$ cat config.mk
export PLATFORM = sky130hd
export DESIGN_NAME = sram_port_arbiter
export DESIGN_NICKNAME = d
export VERILOG_FILES = /design/src/rtl/sram_arb_pkg.sv /design/src/rtl/rr_priority_pick.sv /design/src/rtl/sram_port_arbiter.sv
export SDC_FILE = /design/constraint.sdc
export NUM_CORES = 1
export LEC_CHECK = 0
export CORE_MARGIN = 8
export CORE_UTILIZATION = 36
export DETAILED_ROUTE_END_ITERATION = 8
export PLACE_DENSITY = 0.95
export RECOVER_POWER = 50
export SYNTH_ARGS = -nofsm -noshare
export SYNTH_HDL_FRONTEND = slang
export SYNTH_HIERARCHICAL = 1
export SYNTH_SLANG_ARGS = --single-unit
$ cat constraint.sdc
create_clock -name clk -period 7.75 [get_ports clk]
set_input_delay 2.325 -clock clk [delete_from_list [all_inputs] [get_ports clk]]
set_output_delay 2.325 -clock clk [all_outputs]
set_load 0.03 [all_outputs]
$ cat src/rtl/sram_arb_pkg.sv
// Shared definitions for the SRAM-facing arbitration blocks.
package sram_arb_pkg;
  localparam int SRAM_ADDR_W = 12;
  localparam int SRAM_DATA_W = 16;

  typedef logic [0:0] arb_state_t;
  localparam arb_state_t ST_IDLE   = 1'b0;
  localparam arb_state_t ST_LOCKED = 1'b1;
endpackage

$ cat src/rtl/rr_priority_pick.sv
// Combinational round-robin picker: first asserted req at or above ptr, wrapping.
module rr_priority_pick #(
  parameter int N  = 3,
  parameter int IW = (N > 1) ? $clog2(N) : 1
) (
  input  logic [N-1:0]  req,
  input  logic [IW-1:0] ptr,
  output logic [N-1:0]  onehot,
  output logic [IW-1:0] idx,
  output logic          any
);
  logic [IW:0]   sum;
  logic [IW-1:0] sel;

  always_comb begin
    onehot = '0;
    idx    = '0;
    any    = 1'b0;
    sum    = '0;
    sel    = '0;
    for (int k = 0; k < N; k++) begin
      sum = {1'b0, ptr} + (IW+1)'(k);
      if (sum >= (IW+1)'(N)) sum = sum - (IW+1)'(N);
      sel = sum[IW-1:0];
      if (!any && req[sel]) begin
        any         = 1'b1;
        onehot[sel] = 1'b1;
        idx         = sel;
      end
    end
  end
endmodule

$ cat src/rtl/sram_port_arbiter.sv
// Round-robin arbiter with burst locking in front of a single-ported SRAM.
module sram_port_arbiter
  import sram_arb_pkg::*;
#(
  parameter int NUM_REQ   = 3,
  parameter int ADDR_W    = SRAM_ADDR_W,
  parameter int DATA_W    = SRAM_DATA_W,
  parameter int MAX_BURST = 16
) (
  input  logic                      clk,
  input  logic                      reset,
  input  logic [NUM_REQ-1:0]        req,
  input  logic [NUM_REQ-1:0]        req_lock,
  input  logic [NUM_REQ-1:0]        req_we,
  input  logic [NUM_REQ*ADDR_W-1:0] req_addr,
  input  logic [NUM_REQ*DATA_W-1:0] req_wdata,
  output logic [NUM_REQ-1:0]        gnt,
  output logic [NUM_REQ-1:0]        rvalid,
  output logic [DATA_W-1:0]         rdata,
  output logic                      sram_write_enable,
  output logic [ADDR_W-1:0]         sram_write_addresss,
  output logic [DATA_W-1:0]         sram_write_data,
  output logic [ADDR_W-1:0]         sram_read_address,
  input  logic [DATA_W-1:0]         sram_read_data
);
  localparam int IW = $clog2(NUM_REQ);
  localparam int CW = $clog2(MAX_BURST + 1);
  localparam bit LOCKABLE = (MAX_BURST > 1);

  arb_state_t                       state;
  logic [IW-1:0]                    rr_ptr, owner, pick_idx, win_idx;
  logic [CW-1:0]                    burst_cnt, burst_inc;
  logic [NUM_REQ-1:0]               pick_oh, gnt_raw;
  logic                             pick_any, last_beat;
  logic [NUM_REQ-1:0][ADDR_W-1:0]   addr_v;
  logic [NUM_REQ-1:0][DATA_W-1:0]   wdata_v;

  assign addr_v  = req_addr;
  assign wdata_v = req_wdata;
  assign rdata   = sram_read_data;

  rr_priority_pick #(.N(NUM_REQ), .IW(IW)) u_pick (
    .req    (req),
    .ptr    (rr_ptr),
    .onehot (pick_oh),
    .idx    (pick_idx),
    .any    (pick_any)
  );

  // While locked, the owner alone may use the port; others wait even if it idles.
  always_comb begin
    gnt_raw = pick_oh;
    win_idx = pick_idx;
    if (state == ST_LOCKED) begin
      gnt_raw        = '0;
      gnt_raw[owner] = req[owner];
      win_idx        = owner;
    end
  end

  assign gnt = reset ? '0 : gnt_raw;

  always_comb begin
    sram_write_enable   = 1'b0;
    sram_write_addresss = '0;
    sram_read_address   = '0;
    sram_write_data     = '0;
    if (|gnt) begin
      sram_write_enable   = req_we[win_idx];
      sram_write_addresss = addr_v[win_idx];
      sram_read_address   = addr_v[win_idx];
      sram_write_data     = wdata_v[win_idx];
    end
  end

  assign burst_inc = (burst_cnt == CW'(MAX_BURST)) ? burst_cnt : burst_cnt + 1'b1;
  assign last_beat = (burst_cnt >= CW'(MAX_BURST - 1));

  always_ff @(posedge clk or posedge reset) begin
    if (reset) begin
      state     <= ST_IDLE;
      rr_ptr    <= '0;
      owner     <= '0;
      burst_cnt <= '0;
      rvalid    <= '0;
    end else begin
      rvalid <= gnt & ~req_we;
      case (state)
        ST_IDLE: begin
          if (pick_any) begin
            rr_ptr <= (pick_idx == IW'(NUM_REQ - 1)) ? '0 : pick_idx + 1'b1;
            if (LOCKABLE && req_lock[pick_idx]) begin
              state     <= ST_LOCKED;
              owner     <= pick_idx;
              burst_cnt <= CW'(1);
            end
          end
        end
        default: begin
          // rr_ptr already points past the owner, so any release hands over fairly.
          if (req[owner]) begin
            burst_cnt <= burst_inc;
            if (!req_lock[owner] || last_beat) state <= ST_IDLE;
          end else if (!req_lock[owner]) begin
            state <= ST_IDLE;
          end
        end
      endcase
    end
  end
endmodule

Yosys cells after proc, flatten, opt, wreduce, memory -nomap -nowiden --
Index checks and enable logic that the tools add are counted.
Storage, ports and cells: register bits 13, bits of input ports 111, output and inout port bits 63, word-level logic and storage cells 108
Operators by class: add/subtract/negate cells 7, $lt $le $gt $ge 14, eq/ne operators 4, multiplexer cells 56, bitwise logic cells 6, reductions and logical operators 16
Operator list (count):
- $bmux W16 S2 | 1
- $mux W16 | 2
- $mux W5 | 5
- $bmux W12 S2 | 1
- $mux W12 | 2
- $mux W1 | 21
- $lt A2 B3 Y1 const B | 6
- $mux W2 | 8
- $mux W3 | 5
- $bmux W1 S2 | 7
- $demux W1 S2 | 4
- $ge A2 B1 Y1 const B | 4
- $and A3 B3 Y3 | 2
- $ge A3 B2 Y1 const B | 2
- $logic_and A1 B1 Y1 | 6
- $or A3 B3 Y3 | 2
- $sub A2 B2 Y2 const B | 3
- $add A5 B1 Y5 const B | 1
- $eq A5 B5 Y1 const B | 1
- $ge A5 B4 Y1 const B | 1
- $reduce_and A4 Y1 | 1
- $reduce_bool A2 Y1 | 2
- $add A2 B1 Y3 const B | 1
- $add A2 B2 Y3 const B | 1
- other kinds (12) | 14

Depth between registers and ports, before layout --
word-level depth 16, mapped depth 14, depth with buffers taken out 10

Modules after synthesis --
The synthesis kept the hierarchy.
By module, submodules not included:
- sram_port_arbiter | instances 1, cells each 213, area each 1850.5 um^2, sequential area each 325.3 um^2
- rr_priority_pick | instances 1, cells each 41, area each 281.5 um^2, sequential area each 0.0 um^2

Worst setup path before layout --
Ideal clock, no wire load.
kind in2out, start input req[2], end output sram_write_addresss[10], arrival time 4647 ps, required time 5425 ps, slack 778 ps, stages on the path 11, path buffers 3, path through mux2i_1 -> o21ai_1 -> a21oi_1 -> o21ai_0 -> nand2b_1 -> o21ai_1 -> buf_2 -> buf_2 -> a2bb2oi_1 -> nor2_1 -> buf_4
On the way: word-level cells in the longest chain between the ends 13, elaborated cells between the ends (all ways) 30, classes of those cells mux: 22; bitwise: 3; reduce/logical: 5
Ends and longest elaborated chain:
- start, declared | RTL line sram_port_arbiter.sv:12 | input logic [NUM_REQ-1:0] req,
- $bmux W1 S2 | RTL line rr_priority_pick.sv:25 | if (!any && req[sel]) begin
- $mux W1 (implied by the code) | RTL line rr_priority_pick.sv:25
- $mux W1 | RTL line rr_priority_pick.sv:25
- $logic_not A1 Y1 | RTL line rr_priority_pick.sv:25
- $logic_and A1 B1 Y1 | RTL line rr_priority_pick.sv:25
- $mux W1 | RTL line rr_priority_pick.sv:25
- $logic_not A1 Y1 | RTL line rr_priority_pick.sv:25
- $logic_and A1 B1 Y1 | RTL line rr_priority_pick.sv:25
- $mux W2 * | RTL line rr_priority_pick.sv:25
- named net pick_idx[1] | RTL line sram_port_arbiter.sv:31 | logic [IW-1:0] rr_ptr, owner, pick_idx, win_idx;
- $mux W2 * | RTL line sram_port_arbiter.sv:54 | if (state == ST_LOCKED) begin
- $bmux W12 S2 *
- $mux W12 * (2 in a row)
- end, declared | RTL line sram_port_arbiter.sv:21 | output logic [ADDR_W-1:0] sram_write_addresss,
The timed path passes the listed nets; every way through them passes the cells marked *. The select of a mux whose other input is x is not followed.

Worst setup path after layout --
start input req[1], end output sram_write_enable
On the way: word-level cells in the longest chain between the ends 13, elaborated cells between the ends (all ways) 30, classes of those cells mux: 22; bitwise: 3; reduce/logical: 5
Ends and longest elaborated chain:
- $bmux W1 S2 | RTL line rr_priority_pick.sv:25
- $mux W1 (implied by the code) | RTL line rr_priority_pick.sv:25
- $mux W1 | RTL line rr_priority_pick.sv:25
- $logic_not A1 Y1 | RTL line rr_priority_pick.sv:25
- $logic_and A1 B1 Y1 | RTL line rr_priority_pick.sv:25
- $mux W1 | RTL line rr_priority_pick.sv:25
- $logic_not A1 Y1 | RTL line rr_priority_pick.sv:25
- $logic_and A1 B1 Y1 | RTL line rr_priority_pick.sv:25
- $mux W2 * | RTL line rr_priority_pick.sv:25
- named net pick_idx[1] | RTL line sram_port_arbiter.sv:31
- $mux W2 * | RTL line sram_port_arbiter.sv:54
- $bmux W1 S2 * | RTL line sram_port_arbiter.sv:69 | sram_write_enable = req_we[win_idx];
- $mux W1 (implied by the code) * | RTL line sram_port_arbiter.sv:69
- $mux W1 * | RTL line sram_port_arbiter.sv:68 | if (|gnt) begin
- end, declared | RTL line sram_port_arbiter.sv:20 | output logic sram_write_enable,
Marks and branches as above.

==> impl_metrics.ini <==
[floorplan]
chipHeight_um = 92.96
fp.coreArea_um2 = 5816
io_pins = 174
chipWidth_um = 92.96
initial_utilization = 0.3666
rows = 28
total_die_area_um2 = 8641

[setup_path]
data_arrival_time_of_the_critical_path_ns = 5.22
worstPathCellList = dlygate4sd3_1 > nand3b_1 > o21ai_1 > a21oi_1 > o21ai_0 > mux2_4 > a2bb2oi_1 > nor2_1 > clkdlybuf4s50_1
critical_path_peak_fanout = 16
timing.setup.critical_path_class = input port to output pin
timing.critical_path.max_delay_family = buffers and inverters
cpMaxStageDelayCell = sky130_fd_sc_hd__dlygate4sd3_1
cp-end-kind = output pin
timing.reg2reg.setup_slack_ns = 4.21
cp.required_ns = 5.43
max_stage_delay_ns = 0.81
critical_path.startpoint_type = input port
critical_path_buf_inv_count = 2

[global_routing]
pin_count_of_the_biggest_net_entering_global_routing = 30
grt-ovfl-total = 0
groute.usage.overall = 0.1761
grt_antenna_before_repair = 0
grt_pass1_vias = 2252
grt_pass1_wl_um = 12410

[clocking]
number_of_hold_buffers_added_after_cts = 0
root_buffer = sky130_fd_sc_hd__clkbuf_8
cts_buffers = 3
cts_buffer_depth = 2
clk_pin_slew_worst_paths_ns = 0.06
cts_num_sinks = 13
htreeDepth = 1
worstSkewPairLatency_ns = 0.24
cts_tree = yes

[timing]
finalWorstPathRequiredPeriod_ns = 7.546
max_clock_freq_mhz = 132.5
final_hold_viol_count = 0
finalHoldWorstSlack_ns = 0.5197
tightestPinTransition_ns = 0.9196
unrepaired_setup_endpoints_after_global_routing = no
totalNegativeSetupSlack_ns = 0
setup_viol = 0
layout_worst_path_cycle_share = 0.9736
max_slew_margin = 0.3836
maximum_clock_skew_at_final_layout_ns = 0.001243
timing.final.max_slew_violations = 0

[job]
max-cap-violations = 0

[yosys]
post_synthesis_compound_gate_area_fraction = 0.2101
yosys_warnings = 6
simple_gate_area_share_of_the_yosys_netlist = 0.2207
synth_common_cells = 38 x sky130_fd_sc_hd__mux2i_1, 34 x sky130_fd_sc_hd__nor2_1, 31 x sky130_fd_sc_hd__buf_4
dominant_combinational_cell_family_by_area_after_synthesis = simple AND/OR/NAND/NOR gates
synth-seq-cells = 13
synth.mux.area_fraction = 0.2066
ys_seq_area_frac = 0.1526
postSynth.topFlopCell = sky130_fd_sc_hd__dfrtp_1
number_of_synthesized_flops_with_an_enable_pin = 0
post_synth_xor_area_fraction = 0
synthDominantCellAreaShare = 0.1784
leading_cell_type_by_number_of_instances_after_synthesis = sky130_fd_sc_hd__mux2i_1
syn_area_um2 = 2132
syn-mean-instance-area_um2 = 8.394
synthDominantAreaCellType = sky130_fd_sc_hd__mux2i_1
synthesis.nets = 372
synthCells = 254
synth.area.top_cells = sky130_fd_sc_hd__mux2i_1 18%, sky130_fd_sc_hd__dfrtp_1 15%, sky130_fd_sc_hd__a2bb2oi_1 12%
synthAdderAreaFrac = 0.04108
async_reset_ff_frac = 1.000
synth.lib_cells_used.distinct = 42

[final_layout]
instances_no_fill = 438
drive_gt1_frac = 0.1791
final_core_util = 0.5787
antenna_cells_inserted = 0
nets = 482
area_growth_pct = 57.86

[placed_design]
detailed_place_hpwl_um = 6570
placedCellCount = 431
port-buffer-count = 141
global_placer_s_final_weighted_congestion = 0.8759

[route]
vias = 2336
drt_iter0_drc = 111
post-route-drc-count = 0
drt_pre_antenna_iters = 4
ant_nets = 0
drt-total-wl_um = 8244
viasPerCell = 5.333
routed_wire_length_per_instance_um = 18.82

[outcome]
run_status = complete, no violations

[power_and_ir_drop]
cellPowerDensity_nw_per_um2 = 497.2
static-leakage-power_nw = 1.525
power.ir.vdd_worst_mv = 0.3700

[worst_hold_path]
timing.hold.worst.class = flop to flop
==> sequential cells by signal, summed over array words and instances, names as in the netlist <==
register,cells
state,1
rr_ptr,2
rvalid,3
burst_cnt,5
owner,2
==> timing repair <==
item	CTS	global route
setup endpoints to repair	1	1
gates resized for setup	0	1
cloned	0	1
setup buffers	0	2
pin swaps	1	1
==> worst register-to-register path, delay by kind of cell, from the launching register on <==
kind            cells  cell delay [ns]
buf+inv             2             0.41
flops               1             0.41
compound gates      4             1.28
fa+ha+maj           1             0.38
mux                 3             0.93
==> layout make-up <==
type,instances,area (um2)
Multi-Input combinational cell,191,1478
Fill cell,516,2450
Inverter,7,26.28
Timing Repair Buffer,148,1398
Sequential cell,13,325.3
Clock buffer,4,45.04
Tap cell,75,93.84
==> worst paths after layout <==
check,cells past startpoint,startpoint,to
setup / recovery,9,req[1],sram_write_enable
hold / removal,1,burst_cnt[3],burst_cnt[3]
setup reg to reg,10,rr_ptr[1],owner[1]
hold reg to reg,1,burst_cnt[3],burst_cnt[3]
max in group asynchronous,2,reset,burst_cnt[0]
min in group asynchronous,2,reset,rr_ptr[1]
==> logic make-up after synthesis <==
family	after synthesis
buffers and inverters	51
muxes	42
AOI/OAI and AO/OA	58
and+or+nand+nor	83
DFF	13
adders and majority gates	7
==> through the flow <==
| step | power (W) | instance area [um2] | setup slack (ns) |
|---|---|---|---|
| 3_3_place_gp | 0.001565 | 3301 | 0.1147 |
| 5_1_grt | 0.001778 | 3366 | 0.08110 |
| 4_1_cts | 0.001660 | 3346 | 0.03952 |
| 2_1_floorplan | 0.001231 | 2132 | 0.7783 |
| 6_report | 0.001673 | 3366 | 0.2044 |
| 3_5_place_dp | 0.001593 | 3301 | -0.03513 |
==> per-layer routing <==
layer,routed length [um],share of wire,GRT usage
met5,0,0,0
met2,4115,0.50,0.3124
met3,684,0.083,0.04126
met1,3358,0.41,0.2124
met4,85,0.010,0.02819
==> cells in the final DEF (no fill, tap or decap), types with 2 or more instances in the layout <==
master,count
sky130_fd_sc_hd__buf_12,3
sky130_fd_sc_hd__a21oi_4,2
sky130_fd_sc_hd__o21ai_0,7
sky130_fd_sc_hd__nand4_1,2
sky130_fd_sc_hd__nand3b_1,6
sky130_fd_sc_hd__nand2_1,13
sky130_fd_sc_hd__o21ai_2,2
sky130_fd_sc_hd__nand4b_4,2
sky130_fd_sc_hd__ha_1,7
sky130_fd_sc_hd__mux2i_1,37
sky130_fd_sc_hd__mux2_1,2
sky130_fd_sc_hd__a21oi_2,2
sky130_fd_sc_hd__inv_1,7
sky130_fd_sc_hd__buf_4,43
sky130_fd_sc_hd__dlygate4sd3_1,5
sky130_fd_sc_hd__nor2_1,34
sky130_fd_sc_hd__dfrtp_1,13
sky130_fd_sc_hd__nor2b_1,3
sky130_fd_sc_hd__clkbuf_8,3
sky130_fd_sc_hd__clkdlybuf4s50_1,96
sky130_fd_sc_hd__a2bb2oi_1,29
sky130_fd_sc_hd__mux2i_4,2
sky130_fd_sc_hd__nand3_1,3
sky130_fd_sc_hd__o21ai_1,5
sky130_fd_sc_hd__a21oi_1,6
sky130_fd_sc_hd__a22oi_1,2
sky130_fd_sc_hd__clkbuf_1,2
sky130_fd_sc_hd__nand2b_1,9
==> report_power, final <==
group | internal, W | switching (W) | total (W)
combinational | 0.000633 | 0.000837 | 0.00147
clock | 0.0000364 | 0.0000257 | 0.0000620
sequential | 0.0000909 | 0.0000505 | 0.000141
Note: power is estimated with default switching activity, not from simulation.
